**src/rtl/clk_divider_prog_pkg.sv**
```systemverilog
// Shared constants for the programmable clock divider and the UART/SPI blocks
// that reuse its counter width.
package clk_divider_prog_pkg;

    // Default counter/period/high-time width for divider instances.
    localparam int unsigned CLK_DIV_CNT_W_DEFAULT = 16;

endpackage : clk_divider_prog_pkg

```
**src/rtl/clk_div_cfg.sv**
```systemverilog
// Configuration holder for clk_divider_prog: shadow registers for a requested
// period/high time, the pending-load flag, the apply decision and the ack pulse.
//
// Ports:
//   clkIn       system clock, rising edge
//   rstIn       synchronous active-high reset
//   loadIn      one-cycle strobe capturing periodIn/highIn into the shadow
//   periodIn    requested period
//   highIn      requested high time
//   applyOk     counter is at a period boundary or the divider is disabled
//   periodR     active period
//   highR       active high time
//   shadowHigh  captured high time waiting to be applied
//   applyNow_c  shadow is being applied on this edge (combinational)
//   loadAckOut  one-cycle pulse after the apply edge
module clk_div_cfg
    import clk_divider_prog_pkg::*;
#(
    parameter int unsigned CNT_W      = CLK_DIV_CNT_W_DEFAULT,
    parameter int unsigned DEF_PERIOD = 4,
    parameter int unsigned DEF_HIGH   = 2
) (
    input  logic             clkIn,
    input  logic             rstIn,
    input  logic             loadIn,
    input  logic [CNT_W-1:0] periodIn,
    input  logic [CNT_W-1:0] highIn,
    input  logic             applyOk,
    output logic [CNT_W-1:0] periodR,
    output logic [CNT_W-1:0] highR,
    output logic [CNT_W-1:0] shadowHigh,
    output logic             applyNow_c,
    output logic             loadAckOut
);

    logic [CNT_W-1:0] shadowPeriod;
    logic             pending;

    // A pending load takes effect only when the counter side says it is safe.
    assign applyNow_c = pending && applyOk;

    // Shadow capture, apply and ack; a load on the apply edge re-arms pending.
    always_ff @(posedge clkIn) begin
        if (rstIn) begin
            periodR      <= CNT_W'(DEF_PERIOD);
            highR        <= CNT_W'(DEF_HIGH);
            shadowPeriod <= '0;
            shadowHigh   <= '0;
            pending      <= 1'b0;
            loadAckOut   <= 1'b0;
        end else begin
            loadAckOut <= applyNow_c;
            if (applyNow_c) begin
                periodR <= shadowPeriod;
                highR   <= shadowHigh;
            end
            if (loadIn) begin
                shadowPeriod <= periodIn;
                shadowHigh   <= highIn;
                pending      <= 1'b1;
            end else if (applyNow_c) begin
                pending <= 1'b0;
            end
        end
    end

endmodule : clk_div_cfg

```
**src/rtl/clk_divider_prog.sv**
```systemverilog
// Runtime-programmable clock divider: divide-by-N with programmable high time,
// a period-start tick, and reconfiguration that only lands on a period boundary
// (or as a clean restart while disabled).
//
// Ports:
//   clkIn       system clock, rising edge
//   rstIn       synchronous active-high reset
//   enIn        count enable; low freezes the divider
//   periodIn    requested period in clkIn cycles (0 behaves as 1)
//   highIn      requested high time in clkIn cycles
//   loadIn      one-cycle strobe capturing periodIn/highIn
//   loadAckOut  one-cycle pulse: new settings now active
//   clkOut      registered divided clock
//   tickOut     one-cycle pulse at each period start
//   cntValOut   current phase count
module clk_divider_prog
    import clk_divider_prog_pkg::*;
#(
    parameter int unsigned CNT_W      = CLK_DIV_CNT_W_DEFAULT,
    parameter int unsigned DEF_PERIOD = 4,
    parameter int unsigned DEF_HIGH   = 2
) (
    input  logic             clkIn,
    input  logic             rstIn,
    input  logic             enIn,
    input  logic [CNT_W-1:0] periodIn,
    input  logic [CNT_W-1:0] highIn,
    input  logic             loadIn,
    output logic             loadAckOut,
    output logic             clkOut,
    output logic             tickOut,
    output logic [CNT_W-1:0] cntValOut
);

    logic [CNT_W-1:0] cnt;
    logic [CNT_W-1:0] periodR;
    logic [CNT_W-1:0] highR;
    logic [CNT_W-1:0] shadowHigh;
    logic             applyNow_c;
    logic             applyOk_c;
    logic             atLast_c;
    logic [CNT_W-1:0] lastCnt_c;
    logic [CNT_W-1:0] cntNext_c;
    logic [CNT_W-1:0] highEff_c;

    clk_div_cfg #(
        .CNT_W      (CNT_W),
        .DEF_PERIOD (DEF_PERIOD),
        .DEF_HIGH   (DEF_HIGH)
    ) u_cfg (
        .clkIn      (clkIn),
        .rstIn      (rstIn),
        .loadIn     (loadIn),
        .periodIn   (periodIn),
        .highIn     (highIn),
        .applyOk    (applyOk_c),
        .periodR    (periodR),
        .highR      (highR),
        .shadowHigh (shadowHigh),
        .applyNow_c (applyNow_c),
        .loadAckOut (loadAckOut)
    );

    // Phase arithmetic; period 0 is clamped to 1 so the subtraction never wraps.
    always_comb begin
        lastCnt_c = (periodR == '0) ? '0 : periodR - CNT_W'(1);
        atLast_c  = (cnt >= lastCnt_c);
        applyOk_c = !enIn || atLast_c;
        cntNext_c = atLast_c ? '0 : cnt + CNT_W'(1);
        // On an enabled apply edge the first new period already uses the new high time.
        highEff_c = applyNow_c ? shadowHigh : highR;
    end

    // Counter and registered outputs; disabled apply restarts at post-reset phase.
    always_ff @(posedge clkIn) begin
        if (rstIn) begin
            cnt     <= '0;
            clkOut  <= 1'b0;
            tickOut <= 1'b0;
        end else if (enIn) begin
            cnt     <= cntNext_c;
            clkOut  <= (cntNext_c < highEff_c);
            tickOut <= (cntNext_c == '0);
        end else begin
            tickOut <= 1'b0;
            if (applyNow_c) begin
                cnt    <= '0;
                clkOut <= 1'b0;
            end
        end
    end

    assign cntValOut = cnt;

endmodule : clk_divider_prog
```
**config.mk**
```make
export PLATFORM = sky130hd
export DESIGN_NAME = clk_divider_prog
export DESIGN_NICKNAME = d
export VERILOG_FILES = /design/src/rtl/clk_divider_prog_pkg.sv /design/src/rtl/clk_div_cfg.sv /design/src/rtl/clk_divider_prog.sv
export SDC_FILE = /design/constraint.sdc
export NUM_CORES = 1
export LEC_CHECK = 0
export BUFFER_PORTS_ARGS = -buffer_cell sky130_fd_sc_hd__buf_2
export CORE_MARGIN = 2
export CORE_UTILIZATION = 47
export CTS_BUF_LIST = sky130_fd_sc_hd__clkbuf_4 sky130_fd_sc_hd__clkbuf_8
export CTS_CLUSTER_SIZE = 20
export DETAILED_ROUTE_END_ITERATION = 12
export GPL_TIMING_DRIVEN = 0
export PLACE_DENSITY = 0.69
export SYNTH_ARGS = -nofsm -noshare
export SYNTH_HDL_FRONTEND = slang
export SYNTH_SLANG_ARGS = --single-unit
export TNS_END_PERCENT = 10
```
**constraint.sdc**
```tcl
create_clock -name clkIn -period 4.4 [get_ports clkIn]
set_input_delay 0.44 -clock clkIn [delete_from_list [all_inputs] [get_ports clkIn]]
set_output_delay 0.44 -clock clkIn [all_outputs]
set_load 0.005 [all_outputs]
```
* Word level (Yosys, flattened, before mapping)
Cells that the tools add are included.
Widths: inputs -> output; s select.
** Word-level totals
- Register bits after elaboration :: 84
- Bits of input ports :: 36
- Output and inout bits :: 19
- Logic and storage cells :: 30
** Operators by class
- Add/sub/neg operators :: 2
- Order comparisons :: 2
- Muxes and demuxes :: 8
- Bitwise logic cells :: 1
- Reductions and logical operators :: 8
** Operators with widths (number)
- $mux 16 :: 5
- $logic_not 16->1 :: 2
- $add 16x1->16 const B :: 1
- $ge 16x16->1 :: 1
- $lt 16x16->1 :: 1
- $sub 16x1->16 const B :: 1
- $reduce_bool 2->1 :: 2
- $mux 1 :: 3
- $reduce_or 2->1 :: 1
- $logic_and 1x1->1 :: 1
- $logic_not 1->1 :: 1
- $logic_or 1x1->1 :: 1
- $not 1->1 :: 1

* Depth between registers and ports, before layout
- Depth after elaboration :: 8
- Depth in mapped cells :: 20

* By module
From an unflattened synthesis, not the netlist that was laid out.
** Unflattened totals
- Cell total of the unflattened synthesis :: 591
- Area total of the unflattened synthesis :: 5196.2 sq um
** By module, submodules not included
- clk_div_cfg :: instances 1, cells each 255, area an instance 2737.6 sq um
- clk_divider_prog :: instances 1, cells each 336, area an instance 2458.6 sq um

* Least setup slack after synthesis
OpenSTA, ideal clock, no wires.
- Path kind :: register to register
- From :: reg u_cfg.periodR[2]
- To :: reg clkOut
- Arrival time :: 4.590 ns
- Path slack :: -0.277 ns
- Cell stages (with the launch flop) :: 20
- Path buffers :: 1
- Period minus slack after synthesis :: 4.677 ns
- Cell sequence :: dfxtp_1 -> or4_1 -> nor3_2 -> nand2_1 -> nor4_1 -> xor2_1 -> nand2_1 -> ha_1 -> nand4_1 -> nor3_1 -> a2111oi_4 -> a31oi_4 -> buf_6 -> mux2i_1 -> ha_1 -> a2111oi_0 -> o211ai_1 -> a31oi_1 -> o211ai_1 -> o31ai_1
** Between the ends
- Cells in the longest elaborated chain, start to end :: 8
- Elaborated cells between the ends (all ways) :: 11
- Classes of those cells :: add/sub: 1; order compare: 2; mux: 4; reduce/logical: 4
** Ends and longest elaborated chain
- from (decl) :: line clk_div_cfg.sv:29 : output logic [CNT_W-1:0] periodR,
- from (signal assigned) :: line clk_div_cfg.sv:45 : periodR <= CNT_W'(DEF_PERIOD);
- from (signal assigned) :: line clk_div_cfg.sv:54 : periodR <= shadowPeriod;
- $sub 16x1->16 / $logic_not 16->1 (equally long branches) :: line clk_divider_prog.sv:66 : lastCnt_c = (periodR == '0) ? '0 : periodR - CNT_W'(1);
- $mux 16 * :: line clk_divider_prog.sv:66
- $ge 16x16->1 * :: line clk_divider_prog.sv:67 : atLast_c = (cnt >= lastCnt_c);
- $logic_or 1x1->1 :: line clk_divider_prog.sv:68 : applyOk_c = !enIn || atLast_c;
- $logic_and 1x1->1 :: line clk_div_cfg.sv:40 : assign applyNow_c = pending && applyOk;
- $mux 16
- $lt 16x16->1 :: line clk_divider_prog.sv:82 : clkOut <= (cntNext_c < highEff_c);
- $mux 1 :: line clk_divider_prog.sv:80 : end else if (enIn) begin
- to (signal assigned) :: line clk_divider_prog.sv:82
- to (decl) :: line clk_divider_prog.sv:30 : output logic clkOut,
Every way passes the cells marked *; elsewhere a longest branch is shown, timed or not.
A chain may end at the register's enable or synchronous reset.

* Final worst setup path
- From :: reg u_cfg.periodR[4]
- To :: reg clkOut
The elaborated chain is that of the path after synthesis.

==> qor.csv <==
stage,metric,value,unit
flow_run,MaxCap Viol Count,0,
global_route,total gr overflow,0,
synthesis,Synth Flop Type,dfxtp_1,
final_layout,"most common cell after layout, fill and taps aside",nor2_1,
synthesis,register area share after synthesis,0.358,
sta,final setup fails,1,
sta,unrepaired setup endpoints after global routing,true,
clock_tree,clock slew at the register clock pins of the worst setup and hold paths,0.08,ns
pwr,Pleak,2.55,nW
global_route,vias in the first global route,3918,
sta,Tightest Pin Transition,0.907,ns
min_path,Hold Path Class,in2reg,
final_layout,Final Util,0.596,
pwr,VDD IR max,0.170,mV
sta,Fin Clk Skew,0.0106,ns
placement,area of placed instances,5180,sq um
worst_setup_path,WP data arrival,5.06,ns
synthesis,Yosys top cell by area,dfxtp_1,
clock_tree,clock root buffer,clkbuf_8,
run_status,status,finished with violations,
final_layout,layout cells sized above 1,0.234,
sta,worst relative slew slack,0.395,
die,Initial Util,0.482,
drt,Iter 0 DRT Violations,257,
die,FP Rows,36,
die,io pins,55,
sta,FMAX,209,MHz
synthesis,"EDFF count, synth",0,
synthesis,ys async rst share,0,
synthesis,#FFs+latches synth,84,
worst_setup_path,CP required,4.68,ns
clock_tree,CTS H-tree depth,3,
synthesis,Syn. warnings,0,
sta,hold slack,0.304,ns
synthesis,Syn Nets,600,
drt,Vias/cell,5.54,
worst_setup_path,Startpoint Class,register,
final_layout,area of the multi-input gates,3090,sq um
drt,DR vias,4147,
worst_setup_path,Crit. End Element,register,
pwr,total power draw,0.00165,W
global_route,total track usage,0.230,
synthesis,Synth Instances,530,
final_layout,area grow syn2layout,23.6,%
placement,gpl congestion,0.884,
sta,final hold viol count,0,
sta,Pins Over Slew Limit,0,
clock_tree,Num CTS Buffers,9,
clock_tree,CTS Hold Bufs,0,
die,CORE AREA,9730,sq um
sta,fin worst setup slack,-0.386,ns
final_layout,FF+latch area,1680,sq um
clock_tree,Clock Sinks,84,
drt,WL/cell,16.2,um
global_route,first-pass GRT wire length,19.7,mm
pwr,Power Dens Cells,285,nW/um^2
final_layout,Filler Cell Count,882,
final_layout,# diodes,0,
drt,Detail Route Antenna Nets,0,
drt,drt pass-1 iters,5,
run_status,violated checks,setup timing,
worst_setup_path,kind of critical path,reg2reg,
die,die area,10800,sq um
placement,detailed placer's ending HPWL,8.64,mm
clock_tree,TritonCTS clock tree,built,
die,die width,104,um
synthesis,synth top area cells,"dfxtp_1 36%, mux2i_1 14%, ha_1 9.1%, nor2_1 7.5%, xnor2_1 3.2%",
final_layout,"commonest non-fill, non-tap cells in the layout","94 x nor2_1, 82 x dfxtp_1, 60 x buf_2, 60 x mux2i_1, 30 x nand2_1",
global_route,maximum number of pins on one net before global-route repair,14,
final_layout,Final Cell Area,5800,sq um
synthesis,syn_area_per_cell,8.86,sq um
drt,DR DRC count,0,
final_layout,NumNets Final,683,
global_route,initial antenna violation count,0,
worst_setup_path,worst-path maximum fanout,6,
placement,I/O Buffers,53,
synthesis,synthesized area,4690,sq um
clock_tree,CTS max path bufs,2,
synthesis,Netlist cell types,51,
sta,fin crit period,4.79,ns
sta,final worst-path cycle share,1.09,
die,die span in y,104,um
synthesis,Synth top area share,0.358,
clock_tree,Clock Latency Late Sink,0.37,ns
drt,Detailed Route WL,12.1,mm
## cells by family after synthesis
family	after synthesis	synth area share
xor+xnor	31	0.0579
mux	64	0.136
compound gates	72	0.114
buf+inv	45	0.0467
simple gates	200	0.196
flops	84	0.358
fa+ha+maj	34	0.0906
## layout make-up
cell class,instances,share of cell area
Timing Repair Buffer,72,0.0729
Sequential cell,84,0.290
Clock inverter,5,0.00949
Tap cell,133,0.0287
Multi-Input combinational cell,401,0.533
Buffer,35,0.0377
Inverter,10,0.00647
Clock buffer,9,0.0214
## path summary, 6_finish.rpt
| path | slack [ns] | from | cells after the start | to |
|---|---|---|---|---|
| max | -0.39 | u_cfg.periodR[4]$_SDFFE_PP0N_ | 20 | clkOut$_SDFFE_PP0P_ |
| min | 0.30 | highIn[9] | 3 | u_cfg.shadowHigh[9]$_SDFFE_PP0P_ |
| max reg2reg | -0.39 | u_cfg.periodR[4]$_SDFFE_PP0N_ | 20 | clkOut$_SDFFE_PP0P_ |
| min reg2reg | 0.48 | u_cfg.shadowPeriod[2]$_SDFFE_PP0P_ | 1 | u_cfg.periodR[2]$_SDFFE_PP1N_ |
## worst max-delay path, cell delays in order (launching register included)
cell       delay, ns
dfxtp_2         0.33
or4_4           0.55
nor3_4          0.18
nand2_2         0.14
nor3_2          0.17
xor2_1          0.30
nand2_4         0.09
ha_4            0.27
nand4_1         0.10
buf_6           0.16
nor3_4          0.21
a2111oi_4       0.13
a31oi_4         0.30
buf_12          0.17
mux2i_4         0.29
ha_4            0.25
a2111oi_4       0.30
o211ai_1        0.19
a31oi_1         0.24
o211ai_1        0.12
o31ai_1         0.23
## metrics by stage
stage	setup slack, ns	instances	TNS [ns]
finish	-0.386	749	-0.386
detailed placement	-0.911	716	-0.911
global route	-0.638	749	-0.638
floorplan	-0.113	530	-0.113
CTS	-0.291	749	-0.291
global placement	-0.798	716	-0.798
## synth_stat cells (5+ instances only)
cell,count
buf_6,5
a211oi_1,5
inv_1,10
nor2b_1,5
xor2_1,14
dfxtp_1,84
nand2b_1,6
nor2_1,94
nor3_1,12
a31oi_1,6
clkbuf_1,21
nor4_1,7
a21oi_1,18
and3_1,5
nand4_1,8
a311oi_1,9
xnor2_1,17
buf_2,7
ha_1,34
nand3_1,12
mux2i_1,64
nand2_1,37
## sequential cells by signal (all words and copies together) (netlist names)
| signal | flops |
|---|---|
| clkOut | 1 |
| cntValOut | 16 |
| tickOut | 1 |
| u_cfg.highR | 16 |
| u_cfg.loadAckOut | 1 |
| u_cfg.pending | 1 |
| u_cfg.periodR | 16 |
| u_cfg.shadowHigh | 16 |
| u_cfg.shadowPeriod | 16 |
## metal layers
metal | vias to the layer above | track usage | part of all wire
met3 | 26 | 0.0495 | 0.060
li1 | 2039 | - | -
met4 | 0 | 0.112 | 0.035
met2 | 136 | 0.352 | 0.45
met5 | - | 0 | 0
met1 | 1946 | 0.307 | 0.46
## what timing repair did
item,CTS,global route
gates cloned,1,0
setup buffers,18,0
setup endpoints to repair,1,1
pin swaps,27,1
resized for setup,53,1
## power by group
part	switching [W]	internal, W	leakage (nW)
Clock	0.000277	0.000254	0.0870
Sequential	0.0000213	0.000789	0.686
Combinational	0.000172	0.000142	1.78
Note: power is estimated with default switching activity, not from simulation.
